**config.mk**
```make
export PLATFORM = sky130hd
export DESIGN_NAME = mem_arbiter
export DESIGN_NICKNAME = d
export VERILOG_FILES = /design/src/rtl/mem_arb_pkg.sv /design/src/rtl/mem_arbiter.sv
export SDC_FILE = /design/constraint.sdc
export NUM_CORES = 1
export LEC_CHECK = 0
export CAP_MARGIN = 40
export CORE_AREA = 2 2 199 201
export DETAILED_ROUTE_END_ITERATION = 16
export DIE_AREA = 0 0 201 203
export SYNTH_ARGS = -nofsm -noshare
export SYNTH_HDL_FRONTEND = slang
export SYNTH_SLANG_ARGS = --single-unit
```
**constraint.sdc**
```tcl
create_clock -name clk -period 6.4 [get_ports clk]
set_clock_uncertainty 0.2 [all_clocks]
set_input_delay 1.6 -clock clk [delete_from_list [all_inputs] [get_ports clk]]
set_output_delay 1.6 -clock clk [all_outputs]
set_load 0.03 [all_outputs]
```
**src/rtl/mem_arb_pkg.sv**
```systemverilog
// Shared types and constants for the fetch/data memory-port arbiter.
package mem_arb_pkg;

    // Arbiter FSM states.
    typedef enum logic [1:0] {
        IDLE   = 2'd0,
        BUSY_I = 2'd1,
        BUSY_D = 2'd2,
        RESP   = 2'd3
    } state_e;

    // Identifies which requester owns (or last owned) the memory port.
    typedef enum logic {
        GNT_I = 1'b0,
        GNT_D = 1'b1
    } gnt_e;

    // A fetch always moves one 32-bit instruction word.
    localparam logic [7:0] FETCH_WLEN = 8'd4;

endpackage

```
**src/rtl/mem_arbiter.sv**
```systemverilog
// Round-robin arbiter sharing one registered memory port between the
// instruction-fetch and data load/store requesters. Each grant runs to
// completion over mem_req/mem_ack, guarded by an optional timeout.
module mem_arbiter
    import mem_arb_pkg::*;
#(
    parameter int ADDR_W  = 64,
    parameter int DATA_W  = 64,
    parameter int TIMEOUT = 16
) (
    input  logic              clk,
    input  logic              rst,

    input  logic              if_req,
    input  logic [ADDR_W-1:0] if_addr,
    output logic              if_done,
    output logic [31:0]       if_rdata,
    output logic              if_err,

    input  logic              d_req,
    input  logic              d_we,
    input  logic [ADDR_W-1:0] d_addr,
    input  logic [DATA_W-1:0] d_wdata,
    input  logic [7:0]        d_wlen,
    output logic              d_done,
    output logic [DATA_W-1:0] d_rdata,
    output logic              d_err,

    output logic              mem_req,
    output logic              mem_we,
    output logic [ADDR_W-1:0] mem_addr,
    output logic [DATA_W-1:0] mem_wdata,
    output logic [7:0]        mem_wlen,
    input  logic              mem_ack,
    input  logic [DATA_W-1:0] mem_rdata
);

    // Counter just wide enough to reach TIMEOUT; one bit when disabled.
    localparam int TMO_W = ($clog2(TIMEOUT + 1) < 1) ? 1 : $clog2(TIMEOUT + 1);
    localparam bit TMO_EN = (TIMEOUT != 0);
    localparam logic [TMO_W-1:0] TMO_LAST = (TIMEOUT == 0) ? '0 : TMO_W'(TIMEOUT - 1);

    state_e              state_q,     state_d;
    gnt_e                last_q,      last_d;
    logic [TMO_W-1:0]    tmo_cnt_q,   tmo_cnt_d;
    logic                mem_req_q,   mem_req_d;
    logic                mem_we_q,    mem_we_d;
    logic [ADDR_W-1:0]   mem_addr_q,  mem_addr_d;
    logic [DATA_W-1:0]   mem_wdata_q, mem_wdata_d;
    logic [7:0]          mem_wlen_q,  mem_wlen_d;
    logic                if_done_q,   if_done_d;
    logic [31:0]         if_rdata_q,  if_rdata_d;
    logic                if_err_q,    if_err_d;
    logic                d_done_q,    d_done_d;
    logic [DATA_W-1:0]   d_rdata_q,   d_rdata_d;
    logic                d_err_q,     d_err_d;

    logic                grant_i;
    logic                tmo_hit;

    // Fetch wins when it is the only requester, or on a tie when data went last.
    assign grant_i = if_req && (!d_req || (last_q == GNT_D));
    assign tmo_hit = TMO_EN && (tmo_cnt_q == TMO_LAST);

    // Next-state decode: grant in IDLE, wait for ack/timeout in BUSY, pulse done in RESP.
    always_comb begin
        state_d     = state_q;
        last_d      = last_q;
        tmo_cnt_d   = tmo_cnt_q;
        mem_req_d   = mem_req_q;
        mem_we_d    = mem_we_q;
        mem_addr_d  = mem_addr_q;
        mem_wdata_d = mem_wdata_q;
        mem_wlen_d  = mem_wlen_q;
        if_rdata_d  = if_rdata_q;
        d_rdata_d   = d_rdata_q;
        if_done_d   = 1'b0;
        if_err_d    = 1'b0;
        d_done_d    = 1'b0;
        d_err_d     = 1'b0;

        case (state_q)
            IDLE: begin
                tmo_cnt_d = '0;
                if (grant_i) begin
                    mem_req_d   = 1'b1;
                    mem_we_d    = 1'b0;
                    mem_addr_d  = if_addr;
                    mem_wdata_d = '0;
                    mem_wlen_d  = FETCH_WLEN;
                    last_d      = GNT_I;
                    state_d     = BUSY_I;
                end else if (d_req) begin
                    mem_req_d   = 1'b1;
                    mem_we_d    = d_we;
                    mem_addr_d  = d_addr;
                    mem_wdata_d = d_wdata;
                    mem_wlen_d  = d_wlen;
                    last_d      = GNT_D;
                    state_d     = BUSY_D;
                end
            end

            BUSY_I, BUSY_D: begin
                tmo_cnt_d = tmo_cnt_q + 1'b1;
                if (mem_ack) begin
                    // An ack in the timeout cycle still completes cleanly.
                    mem_req_d = 1'b0;
                    state_d   = RESP;
                    if (state_q == BUSY_I) begin
                        if_done_d  = 1'b1;
                        if_rdata_d = mem_addr_q[2] ? mem_rdata[63:32] : mem_rdata[31:0];
                    end else begin
                        d_done_d  = 1'b1;
                        d_rdata_d = mem_we_q ? '0 : mem_rdata;
                    end
                end else if (tmo_hit) begin
                    mem_req_d = 1'b0;
                    state_d   = RESP;
                    if (state_q == BUSY_I) begin
                        if_done_d  = 1'b1;
                        if_err_d   = 1'b1;
                        if_rdata_d = '0;
                    end else begin
                        d_done_d  = 1'b1;
                        d_err_d   = 1'b1;
                        d_rdata_d = '0;
                    end
                end
            end

            RESP: begin
                tmo_cnt_d = '0;
                state_d   = IDLE;
            end

            default: begin
                state_d   = IDLE;
                mem_req_d = 1'b0;
                tmo_cnt_d = '0;
            end
        endcase
    end

    // State and output registers; reset aborts any in-flight transaction.
    always_ff @(posedge clk or negedge rst) begin
        if (!rst) begin
            state_q     <= IDLE;
            last_q      <= GNT_D;
            tmo_cnt_q   <= '0;
            mem_req_q   <= 1'b0;
            mem_we_q    <= 1'b0;
            mem_addr_q  <= '0;
            mem_wdata_q <= '0;
            mem_wlen_q  <= '0;
            if_done_q   <= 1'b0;
            if_rdata_q  <= '0;
            if_err_q    <= 1'b0;
            d_done_q    <= 1'b0;
            d_rdata_q   <= '0;
            d_err_q     <= 1'b0;
        end else begin
            state_q     <= state_d;
            last_q      <= last_d;
            tmo_cnt_q   <= tmo_cnt_d;
            mem_req_q   <= mem_req_d;
            mem_we_q    <= mem_we_d;
            mem_addr_q  <= mem_addr_d;
            mem_wdata_q <= mem_wdata_d;
            mem_wlen_q  <= mem_wlen_d;
            if_done_q   <= if_done_d;
            if_rdata_q  <= if_rdata_d;
            if_err_q    <= if_err_d;
            d_done_q    <= d_done_d;
            d_rdata_q   <= d_rdata_d;
            d_err_q     <= d_err_d;
        end
    end

    assign mem_req   = mem_req_q;
    assign mem_we    = mem_we_q;
    assign mem_addr  = mem_addr_q;
    assign mem_wdata = mem_wdata_q;
    assign mem_wlen  = mem_wlen_q;
    assign if_done   = if_done_q;
    assign if_rdata  = if_rdata_q;
    assign if_err    = if_err_q;
    assign d_done    = d_done_q;
    assign d_rdata   = d_rdata_q;
    assign d_err     = d_err_q;

endmodule

```
==> results.md <==
- Run status: finished, final reports clean
- Overall power: 9.07 mW
- Clk sinks: 246
- Die outline width: 201 um
- Cell types with the highest counts after synthesis: sky130_fd_sc_hd__dfrtp_1, sky130_fd_sc_hd__o21ai_0, sky130_fd_sc_hd__nand2_1
- Leak Pwr: approximately 7.0 nW
- Half-perimeter wire length after detailed placement: about 27000 um
- Clock input transition at the sequential cells of the worst setup and hold paths: ~0.06 ns
- Growth of design area from synthesis to finish: 60.9%
- Clock network power share: a little under a fifth
- Net load switching power: between 3 and 4 mW
- Initial antenna violation count: 1
- PortBufs: 507
- Yosys warning total: 0
- Kind of critical path: flip-flop to primary output
- Root buffer selected by CTS: sky130_fd_sc_hd__clkbuf_16
- Area of all placed cells without fillers: ~0.017 sq mm
- Bufs on Longest Clock Path: 3
- Fraction of layout cells with a size suffix above 1: 5.31%
- Worst Hold Path EP: tmo_cnt_q[0]
- Synth unique cells: 34
- H-tree lvl count: 1
- Maximum number of pins on one net before global-route repair: between 100 and 150
- Main flop type after synthesis: sky130_fd_sc_hd__dfrtp_1
- Data arrival, critical path: 1.79 ns
- Worst flop-to-flop path endpoint: d_rdata[38]
- Final number of hold-violating endpoints: 0
- FF-to-FF setup slack: 3.49 ns
- Instance area after placement: ~0.016 sq mm
- Post-layout min period: 3.59 ns
- Post-CTS resize count: 0
- Hold_sp: tmo_cnt_q[0]
- Share of the cycle needed by the critical path after routing: between 50 and 60%
- Pre-antenna DRT Iters: 5
- Post-CTS Setup Repair Bufs: 0
- Die Area: between 0.04 and 0.05 sq mm
- Ratio of total power to cell area: 535 mW/mm^2
- Post-DRT Antenna Nets: 0
- Number of vias in the routed layout: slightly below 10000
- Fmax: approximately 280 MHz
- Placeable core region: 0.0385 sq mm
- Max-slew headroom at the worst pin: ~42%
- Post-detailed-route wirelength per cell: just under 20 um
- GPL Wtd Cong: between 0.8 and 0.9
- Aggregate global routing overflow: 0
- Comb power frac: between 50% and 60%
- Setup Total Neg Slack: 0 ns
- Largest area contributor in the netlist: sky130_fd_sc_hd__dfrtp_1
- Total routing usage reported by global routing: a little under a fifth
- Number of synthesized flops with an enable pin: 0
- Largest cells by area after synthesis: sky130_fd_sc_hd__dfrtp_1, sky130_fd_sc_hd__o21ai_0, sky130_fd_sc_hd__a22o_1
- Fraction of power spent switching nets: between 40 and 50%
- Via count of the first global-routing pass: between 10000 and 15000
- Share of power burned in registers: 28.7%
- Largest fanout on the critical path: 3
- CTS Buf Count: 29
- Internal portion of total power: 5.17 mW
- Post-synthesis sequential area ratio: around 58%
- Post-synth top area share: between 50 and 60%
- Library cell contributing the largest single delay on the critical path: sky130_fd_sc_hd__clkdlybuf4s50_1
- CP peak stage delay: 0.77 ns
- Avg Cell Area, Syn: roughly 10 sq um
- Worst vdd rail ir drop: 0.000259 V
- Top-level I/O count: a little over 500
- Initial standard-cell utilization of the core: a little over a quarter
- Rows: between 70 and 80
- Yosys reg bits: approximately 250
- Tightest Pin Transition: 0.867 ns
- Worst Reg-to-Reg Cells: 8
- Cell family with most CP delay: buffers and inverters
- Wirelength, routed: about 40000 um
- RSZ-0062 raised after global routing: false
- Number of vias per cell after detailed routing: between 4 and 5
- Die boundary height: approximately 200 um
- Hold Buf Count CTS: 0
- Max-cap viol count: 0
- Hold-critical path depth: 1
- Max-slew violation count: 0
- Launch point of the worst reg-to-reg path: tmo_cnt_q[0]
- Clock tree from TritonCTS: yes
- Crit path buf inv count: 1
- Gate count of the mapped netlist: 1015
- Endpoint class of the critical path: primary output
- Worst hold path type: flip-flop to flip-flop
- DRC Markers: 0
- Crit-path cells: clkdlybuf4s50_1
- Most frequently used cell type in the post-synthesis netlist: sky130_fd_sc_hd__dfrtp_1
- Post-synthesis cell area: ~0.011 sq mm
- Insertion delay of the later-clocked pin in the worst-skew pair: around 0.55 ns
- Synthesized net count: around 1300
- Nature of the critical path startpoint: flip-flop
- Initial DRC Count: 500
- First-pass GRT wire length: 60200 um
- Layout net count: about 1700
- Required arrival time at the worst endpoint: about 4.6 ns
- Final setup violating endpoints: 0
- Post-synth ARST share: 100%
-- worst max path at each step --
stage / start / end / slack (ns) / cells after the start
global placement: mem_ack / d_rdata[33] / 2.48 / 6
detailed placement: mem_ack / d_rdata[9] / 2.44 / 6
floorplan: if_req / mem_wdata[10] / 3.67 / 6
global route: mem_we / mem_we / 2.71 / 1
finish: mem_we / mem_we / 2.81 / 1
CTS: mem_we / mem_we / 2.73 / 1
-- registers in the layout, summed over array words and instances (netlist names), 2 cells and up --
register,flops
tmo_cnt_q,5
mem_wlen,8
mem_wdata,64
state_q,2
mem_addr,64
d_rdata,64
if_rdata,32
-- routing by layer --
metal,wire length [um],part of all wire (%),global-route usage (%),vias up
met2,18700,47,30.6,402
met1,16300,41,23.1,4823
li1,-,-,-,4573
met3,3320,8.4,5.73,62
met4,1080,2.7,5.79,0
met5,0,0,0,-
-- cell usage in the layout (no fill, tap or decap), drive strengths merged, types with 3 or more instances in the layout --
cell type / instances
o31ai: 64
clkdlybuf4s50: 505
clkbuf: 42
mux2i: 33
a31oi: 64
bufinv: 3
nand2: 98
nand2b: 3
nor2: 76
ha: 5
dfrtp: 245
o21ai: 161
clkinv: 7
a22o: 72
inv: 7
buf: 21
a21oi: 66
-- logic make-up after synthesis --
group	count (synthesis)	share of synthesized area [%]
fa+ha+maj	5	0.594
buf+inv	111	5.17
simple gates	183	6.75
flops	246	58.4
compound gates	434	25.7
xor+xnor	2	0.166
mux	34	3.24
-- final cells by class --
| type | instances | area [sq um] |
|---|---|---|
| inverters | 7 | 26.3 |
| clock buffers | 42 | 855 |
| diodes | 1 | 2.50 |
| multi-input cells | 658 | 3880 |
| fillers | 3724 | 21500 |
| well taps | 518 | 648 |
| repair buffers | 526 | 5250 |
| clock inverters | 10 | 133 |
| flip-flops and latches | 246 | 6160 |
-- power groups by stage --
stage	Clock, mW	Combinational [mW]	Sequential (mW)
after floorplan	0	1.50	3.87
after global placement	0	4.70	2.62
after detailed placement	0	4.80	2.63
after CTS	1.77	4.81	2.61
after global routing	1.83	5.06	2.70
final	1.71	4.75	2.61
-- per-stage QoR --
stage / util, % / hold WS [ns] / setup WS [ns] / cells
finish: 44.1 / 0.274 / 2.81 / 2008
global route: 44.1 / 0.303 / 2.71 / 2007
CTS: 44.1 / 0.279 / 2.73 / 2007
detailed placement: 41.5 / 0.269 / 2.44 / 1955
global placement: 41.4 / 0.242 / 2.48 / 1954
floorplan: - / 0.225 / 3.67 / 1015
Note: power is estimated with default switching activity, not from simulation.
